<file path="config.mk">
export PLATFORM = sky130hd
export DESIGN_NAME = switch_change_encoder_flat
export DESIGN_NICKNAME = d
export VERILOG_FILES = /design/src/rtl/switch_change_encoder_pkg.sv /design/src/rtl/switch_change_encoder_if.sv /design/src/rtl/switch_change_encoder_debounce_bit.sv /design/src/rtl/switch_change_encoder.sv /design/src/flat_wrapper.sv
export SDC_FILE = /design/constraint.sdc
export NUM_CORES = 1
export LEC_CHECK = 0
export ABC_AREA = 1
export BUFFER_PORTS_ARGS = -buffer_cell sky130_fd_sc_hd__buf_2
export CAP_MARGIN = 20
export CORE_MARGIN = 1
export CORE_UTILIZATION = 31
export CTS_CLUSTER_DIAMETER = 80
export DETAILED_ROUTE_END_ITERATION = 7
export HOLD_SLACK_MARGIN = 0.03
export PLACE_DENSITY = 0.55
export SLEW_MARGIN = 40
export SYNTH_ARGS = -nofsm -noshare
export SYNTH_HDL_FRONTEND = slang
export SYNTH_SLANG_ARGS = --single-unit
</file>
<file path="constraint.sdc">
create_clock -name clk -period 2.5 [get_ports clk]
set_input_delay 0.5 -clock clk [delete_from_list [all_inputs] [get_ports clk]]
set_output_delay 0.5 -clock clk [all_outputs]
set_load 0.05 [all_outputs]
</file>
<file path="src/rtl/switch_change_encoder_pkg.sv">
// Shared game definitions: the reserved idle change code and the press FSM state encoding.
// Imported by both the input encoder and the game FSM so both ends agree on IDLE_CODE.
package game_pkg;

    localparam logic [3:0] IDLE_CODE = 4'b1111;

    typedef enum logic [1:0] {
        IDLE         = 2'd0,
        EMIT         = 2'd1,
        WAIT_RELEASE = 2'd2,
        LOCKOUT      = 2'd3
    } game_state_t;

    function automatic logic [7:0] sat_inc8(input logic [7:0] v);
        return (v == 8'hFF) ? v : v + 8'd1;
    endfunction

endpackage

</file>
<file path="src/rtl/switch_change_encoder_if.sv">
// Pin-side inputs and game-side outputs of the switch change encoder.
// The optional echo_out signal exists only when CHANGE_ECHO_EN is defined.
interface switch_change_encoder_if;
    logic [3:0] sw_raw;
    logic       confirm_raw;
    logic       enable;
    logic [3:0] change_out;
    logic       change_valid;
    logic       reject_pulse;
    logic [7:0] press_count;
`ifdef CHANGE_ECHO_EN
    logic [3:0] echo_out;
`endif

    modport master (
        output sw_raw, confirm_raw, enable,
        input  change_out, change_valid, reject_pulse, press_count
`ifdef CHANGE_ECHO_EN
        , input echo_out
`endif
    );

    modport slave (
        input  sw_raw, confirm_raw, enable,
        output change_out, change_valid, reject_pulse, press_count
`ifdef CHANGE_ECHO_EN
        , output echo_out
`endif
    );
endinterface

</file>
<file path="src/rtl/switch_change_encoder_debounce_bit.sv">
// One input bit: 2-flop synchroniser followed by a stability counter.
// The debounced bit follows the synchronised bit after DEBOUNCE_CYCLES stable cycles.
module debounce_bit #(
    parameter int DEBOUNCE_CYCLES = 16,
    parameter int CNT_W           = 5
) (
    input  logic clk,
    input  logic reset,
    input  logic din,
    output logic dout
);
    localparam logic [CNT_W-1:0] CNT_MAX = CNT_W'(DEBOUNCE_CYCLES - 1);

    logic             sync_p0;
    logic             sync_p1;
    logic [CNT_W-1:0] cnt;

    always_ff @(posedge clk or posedge reset) begin
        if (reset) begin
            sync_p0 <= 1'b0;
            sync_p1 <= 1'b0;
            cnt     <= '0;
            dout    <= 1'b0;
        end else begin
            sync_p0 <= din;
            sync_p1 <= sync_p0;
            // Any return to the debounced level restarts the stability window.
            if (sync_p1 == dout) begin
                cnt <= '0;
            end else if (cnt == CNT_MAX) begin
                dout <= sync_p1;
                cnt  <= '0;
            end else begin
                cnt <= cnt + 1'b1;
            end
        end
    end
endmodule

</file>
<file path="src/rtl/switch_change_encoder.sv">
// Player input front end: debounces switches and confirm, emits one change code per press.
// Optional build macro CHANGE_ECHO_EN adds echo_out holding the last emitted code.
module switch_change_encoder
    import game_pkg::*;
#(
    parameter int         DEBOUNCE_CYCLES = 16,
    parameter int         CNT_W           = 5,
    parameter int         LOCKOUT_CYCLES  = 8,
    parameter logic [3:0] IDLE_CODE       = game_pkg::IDLE_CODE
) (
    input logic                  clk,
    input logic                  reset,
    switch_change_encoder_if.slave bus
);
    localparam int LOCK_W = $clog2(LOCKOUT_CYCLES + 1);

    logic [3:0]        sw_deb;
    logic              confirm_deb;
    logic              confirm_deb_q;
    logic              confirm_edge;

    game_state_t       state, state_n;
    logic [3:0]        code_q, code_n;
    logic [LOCK_W-1:0] lock_cnt, lock_n;
    logic              reject_n;

    logic [3:0]        change_out_q;
    logic              change_valid_q;
    logic              reject_q;
    logic [7:0]        press_count_q;

    for (genvar i = 0; i < 4; i++) begin : g_sw_deb
        debounce_bit #(
            .DEBOUNCE_CYCLES (DEBOUNCE_CYCLES),
            .CNT_W           (CNT_W)
        ) u_sw (
            .clk   (clk),
            .reset (reset),
            .din   (bus.sw_raw[i]),
            .dout  (sw_deb[i])
        );
    end

    debounce_bit #(
        .DEBOUNCE_CYCLES (DEBOUNCE_CYCLES),
        .CNT_W           (CNT_W)
    ) u_confirm (
        .clk   (clk),
        .reset (reset),
        .din   (bus.confirm_raw),
        .dout  (confirm_deb)
    );

    assign confirm_edge = confirm_deb & ~confirm_deb_q;

    always_comb begin
        state_n  = state;
        code_n   = code_q;
        lock_n   = lock_cnt;
        reject_n = 1'b0;
        case (state)
            IDLE: begin
                if (confirm_edge) begin
                    // IDLE_CODE is reserved as the "no code" marker and can never be sent.
                    if (!bus.enable || (sw_deb == IDLE_CODE)) begin
                        reject_n = 1'b1;
                        state_n  = WAIT_RELEASE;
                    end else begin
                        code_n  = sw_deb;
                        state_n = EMIT;
                    end
                end
            end
            EMIT: state_n = WAIT_RELEASE;
            WAIT_RELEASE: begin
                if (!confirm_deb) begin
                    state_n = LOCKOUT;
                    lock_n  = LOCK_W'(LOCKOUT_CYCLES);
                end
            end
            LOCKOUT: begin
                if (lock_cnt == '0) state_n = IDLE;
                else                lock_n  = lock_cnt - 1'b1;
            end
            default: state_n = IDLE;
        endcase
    end

    always_ff @(posedge clk or posedge reset) begin
        if (reset) begin
            state         <= IDLE;
            code_q        <= '0;
            lock_cnt      <= '0;
            confirm_deb_q <= 1'b0;
        end else begin
            state         <= state_n;
            code_q        <= code_n;
            lock_cnt      <= lock_n;
            confirm_deb_q <= confirm_deb;
        end
    end

    // Outputs are registered from the next-state decision so they line up with the EMIT cycle.
    always_ff @(posedge clk or posedge reset) begin
        if (reset) begin
            change_out_q   <= IDLE_CODE;
            change_valid_q <= 1'b0;
            reject_q       <= 1'b0;
            press_count_q  <= '0;
        end else begin
            change_valid_q <= (state_n == EMIT);
            change_out_q   <= (state_n == EMIT) ? code_n : IDLE_CODE;
            reject_q       <= reject_n;
            if (state == EMIT) press_count_q <= sat_inc8(press_count_q);
        end
    end

    assign bus.change_out   = change_out_q;
    assign bus.change_valid = change_valid_q;
    assign bus.reject_pulse = reject_q;
    assign bus.press_count  = press_count_q;

`ifdef CHANGE_ECHO_EN
    logic [3:0] echo_q;

    always_ff @(posedge clk or posedge reset) begin
        if (reset)              echo_q <= '0;
        else if (state == EMIT) echo_q <= code_q;
    end

    assign bus.echo_out = echo_q;
`endif
endmodule

</file>
<file path="src/flat_wrapper.sv">
// flat-port wrapper written by rule: the top's interface ports become plain ports
module switch_change_encoder_flat import game_pkg::*;
#(
    parameter int         DEBOUNCE_CYCLES = 16,
    parameter int         CNT_W           = 5,
    parameter int         LOCKOUT_CYCLES  = 8,
    parameter logic [3:0] IDLE_CODE       = game_pkg::IDLE_CODE
)
  (clk, reset, bus_sw_raw, bus_confirm_raw, bus_enable, bus_change_out, bus_change_valid, bus_reject_pulse, bus_press_count);
  switch_change_encoder_if bus_i ();
  input logic clk;
  input logic reset;
  input wire logic [$bits(bus_i.sw_raw)-1:0] bus_sw_raw;
  input wire logic [$bits(bus_i.confirm_raw)-1:0] bus_confirm_raw;
  input wire logic [$bits(bus_i.enable)-1:0] bus_enable;
  output wire logic [$bits(bus_i.change_out)-1:0] bus_change_out;
  output wire logic [$bits(bus_i.change_valid)-1:0] bus_change_valid;
  output wire logic [$bits(bus_i.reject_pulse)-1:0] bus_reject_pulse;
  output wire logic [$bits(bus_i.press_count)-1:0] bus_press_count;
  assign bus_i.sw_raw = bus_sw_raw;
  assign bus_i.confirm_raw = bus_confirm_raw;
  assign bus_i.enable = bus_enable;
  assign bus_change_out = bus_i.change_out;
  assign bus_change_valid = bus_i.change_valid;
  assign bus_reject_pulse = bus_i.reject_pulse;
  assign bus_press_count = bus_i.press_count;
  switch_change_encoder #(.DEBOUNCE_CYCLES(DEBOUNCE_CYCLES), .CNT_W(CNT_W), .LOCKOUT_CYCLES(LOCKOUT_CYCLES), .IDLE_CODE(IDLE_CODE)) u_core (.clk(clk), .reset(reset), .bus(bus_i));
endmodule
</file>
==> out/metrics.cfg <==
[global_routing]
antenna_found_initial = 0
gr-total-overflow = 0
track_usage_pct = 10.9
grt_pass1_wl_mm = 7.31
grt_max_degree = 62
grt_pass1_vias = 1701

[setup_path]
criticalPathCategory = register to primary output
worstPathRequired_ns = 2.00
r2r-start = u_core.bus.press_count[1]$_DFFE_PP0P_
reg2reg_depth = 8
r2r_end = u_core.bus.press_count[7]$_DFFE_PP0P_
crit_path_start_kind = register
end_kind = primary output
path_buf_inv = 1
cp_slowest_cell = dfrtp_1
crit_fanout = 6
r2r_slack_ns = 1.14
cp.arrival_ns = 1.10
critPathTopFamily = flip-flops
slowest_delay_ns = 0.47
crit_chain = buf_2

[cells_and_area]
antennaDiodeCount = 0
nFillCells = 851
area_growth_pct = 17.5
fin_nets = 317
drive_above_1_share_pct = 19.0

[timing]
max_freq_mhz = 624
fin_skew_ns = 0.00646
rsz0062_at_grt = false
period_minus_slack_ns = 1.60
min_period_over_period_pct = 64.1
tightestPinTransition_ns = 0.546
final_max_slew_viol_count = 0
relSlewSlack_pct = 63.6
setup_viol_count_final = 0
tns_ns = 0
final_hold_viol_count = 0
whs_ns = 0.276

[clock_tree]
htreeDepth = 3
cts_buffer_depth = 2
hold_buffers = 0
numCtsBuffers = 9
cts_resized = 0
cts_sinks = 61
cts_root_buf = clkbuf_8
insertion_delay_ns = 0.33
cts_setup_buffers = 0
tritoncts = built
path_clk_slew_ns = 0.07

[detailed_routing]
final_antenna_net_count = 0
routedWlPerCell_um = 9.80
wl_met2_mm = 1.79
drt_wl_total_mm = 4.03
top_layer = met4
viasPerCell = 4.21
vias = 1731
dr.pass1.iters = 4
drtIter0Drc = 53
drc = 0
m1WireLength_mm = 2.01
wl_met3_um = 144

[status]
status = finished clean

[logic_synthesis]
synth.top_cells.by_count = 66 x nand2_1, 57 x dfrtp_1, 33 x nor2_1, 22 x inv_1, 16 x nand3_1
synth_enable_flop_cells = 0
syn_avg_cell_area_um2 = 9.70
netlist_instances = 268
synthArstFlopShare_pct = 100
seq_area_frac_synth_pct = 58.9
ys.flop_type = dfrtp_1
synth_top_cell_by_area = dfrtp_1
synth.most_common_cell = nand2_1
synthTopCellsByArea = dfrtp_1 55%, nand2_1 9.5%, nor2_1 4.8%
synth.top_cell.area_share_pct = 54.9
synth_fp_nets = 284
ys_types = 26
synth_area_um2 = 2600
ys_ff_latch = 61
synth_warnings = 0

[power_and_ir_drop]
leakagePower_nw = 1.44
share_comb_of_total_power_pct = 20.5
p_int_mw = 1.83
clkPwrFrac_pct = 34.5
p_sw_share_pct = 31.1
irDropWorstVdd_v = 0.000590
p_switching_uw = 826
power_density_nw_per_um2 = 869
p_seq_share_pct = 45.0

[hold_path]
hold_class = primary input to register
whs_endpoint = u_core.g_sw_deb[3].u_sw.sync_p0$_DFF_PP0_
hp-start = bus_sw_raw[3]
hold_depth = 1

[placed_design]
gp_congestion = 0.737
post-dp-hpwl_mm = 2.81
numPortBuffers = 21

[die]
dieWidth_um = 93.6
ios = 22
fp.coreArea_um2 = 8180
row_count = 33
fp.dieArea_um2 = 8750
start_util_pct = 31.8
die_y_um = 93.6

[run]
max-cap-violations = 0

layer usage:
layer	global-route usage (%)	up-vias
met5	0	-
met4	6.54	0
met3	3.09	8
met2	16.8	20
met1	13.7	798
li1	-	905
area by class of cell:
class                           count  area, µm²  area share [%]
Sequential cell                    61       1530            50.2
Multi-Input combinational cell    181        970            31.8
Clock buffer                       11        131            4.30
Tap cell                          105        131            4.30
Timing Repair Buffer               22        116            3.81
Inverter                           26       97.6            3.20
Clock inverter                      5       75.1            2.46
through the flow:
step           utilization, %  power, mW  setup WS (ns)  instance area [µm²]  std cells
4_1_cts                  37.3       2.71          0.874                 3050        411
2_1_floorplan               -       1.64          0.494                 2600        268
5_1_grt                  37.3       2.84          0.844                 3050        411
3_3_place_gp             34.8       1.75           1.20                 2840        395
3_5_place_dp             34.8       1.77           1.15                 2840        395
6_report                 37.3       2.65          0.899                 3050        411
worst max path at each step:
stage	start	to	slack [ns]	cells past startpoint
floorplan	reset	u_core.bus.change_valid$_DFF_PP0_	0.49	1
global placement	reset	u_core.bus.press_count[6]$_DFFE_PP0P_	1.20	3
detailed placement	u_core.bus.press_count[1]$_DFFE_PP0P_	u_core.bus.press_count[4]$_DFFE_PP0P_	1.15	8
CTS	u_core.bus.change_out[0]$_DFF_PP1_	bus_change_out[0]	0.87	1
global route	u_core.bus.press_count[2]$_DFFE_PP0P_	bus_press_count[2]	0.84	1
finish	u_core.bus.press_count[2]$_DFFE_PP0P_	bus_press_count[2]	0.90	1
cells by family (layout without fill, tap and decap cells):
logic type      Yosys count  after routing  share of synthesized area, %
flops                    61             61                          58.9
xor+xnor                 14             14                          4.72
buf+inv                  26             64                          3.76
fa+ha+maj                 8              8                          3.85
simple gates            151            151                          27.1
compound gates            8              8                          1.64
cell usage in the layout (no fill, tap or decap), types with 2 or more instances in the layout:
master / netlist / layout
a21oi_1: 2 / 2
buf_2: 0 / 21
bufinv_16: 0 / 2
clkbuf_1: 0 / 2
clkbuf_8: 0 / 9
clkinv_2: 0 / 3
dfrtp_1: 57 / 57
dfstp_2: 4 / 4
ha_1: 8 / 8
inv_1: 22 / 21
inv_2: 4 / 5
nand2_1: 66 / 66
nand2_2: 5 / 5
nand2b_1: 5 / 5
nand3_1: 16 / 16
nand3b_1: 2 / 2
nand4_1: 2 / 2
nor2_1: 33 / 33
nor2_2: 3 / 3
nor2_4: 2 / 2
nor3_1: 5 / 5
nor3b_1: 5 / 5
o21ai_1: 4 / 4
or2_1: 4 / 4
xnor2_1: 7 / 7
xor2_1: 7 / 7
power groups by stage:
stage | Sequential (mW) | Combinational [mW] | Clock (mW)
floorplan | 1.28 | 0.361 | 0
global placement | 1.21 | 0.546 | 0
detailed placement | 1.21 | 0.556 | 0
CTS | 1.19 | 0.553 | 0.960
global route | 1.21 | 0.627 | 0.996
finish | 1.19 | 0.543 | 0.916
state kept, by name (all words and copies together), names as in the netlist:
register	flops
u_core.u_confirm.sync_p0	1
u_core.g_sw_deb.u_sw.sync_p0	4
u_core.lock_cnt	4
u_core.bus.press_count	8
u_core.state	2
u_core.g_sw_deb.u_sw.sync_p1	4
u_core.g_sw_deb.u_sw.cnt	20
u_core.confirm_deb_q	1
u_core.u_confirm.dout	1
u_core.bus.change_valid	1
u_core.u_confirm.cnt	5
u_core.bus.change_out	4
u_core.bus.reject_pulse	1
u_core.u_confirm.sync_p1	1
u_core.g_sw_deb.u_sw.dout	4
Note: power is estimated with default switching activity, not from simulation.
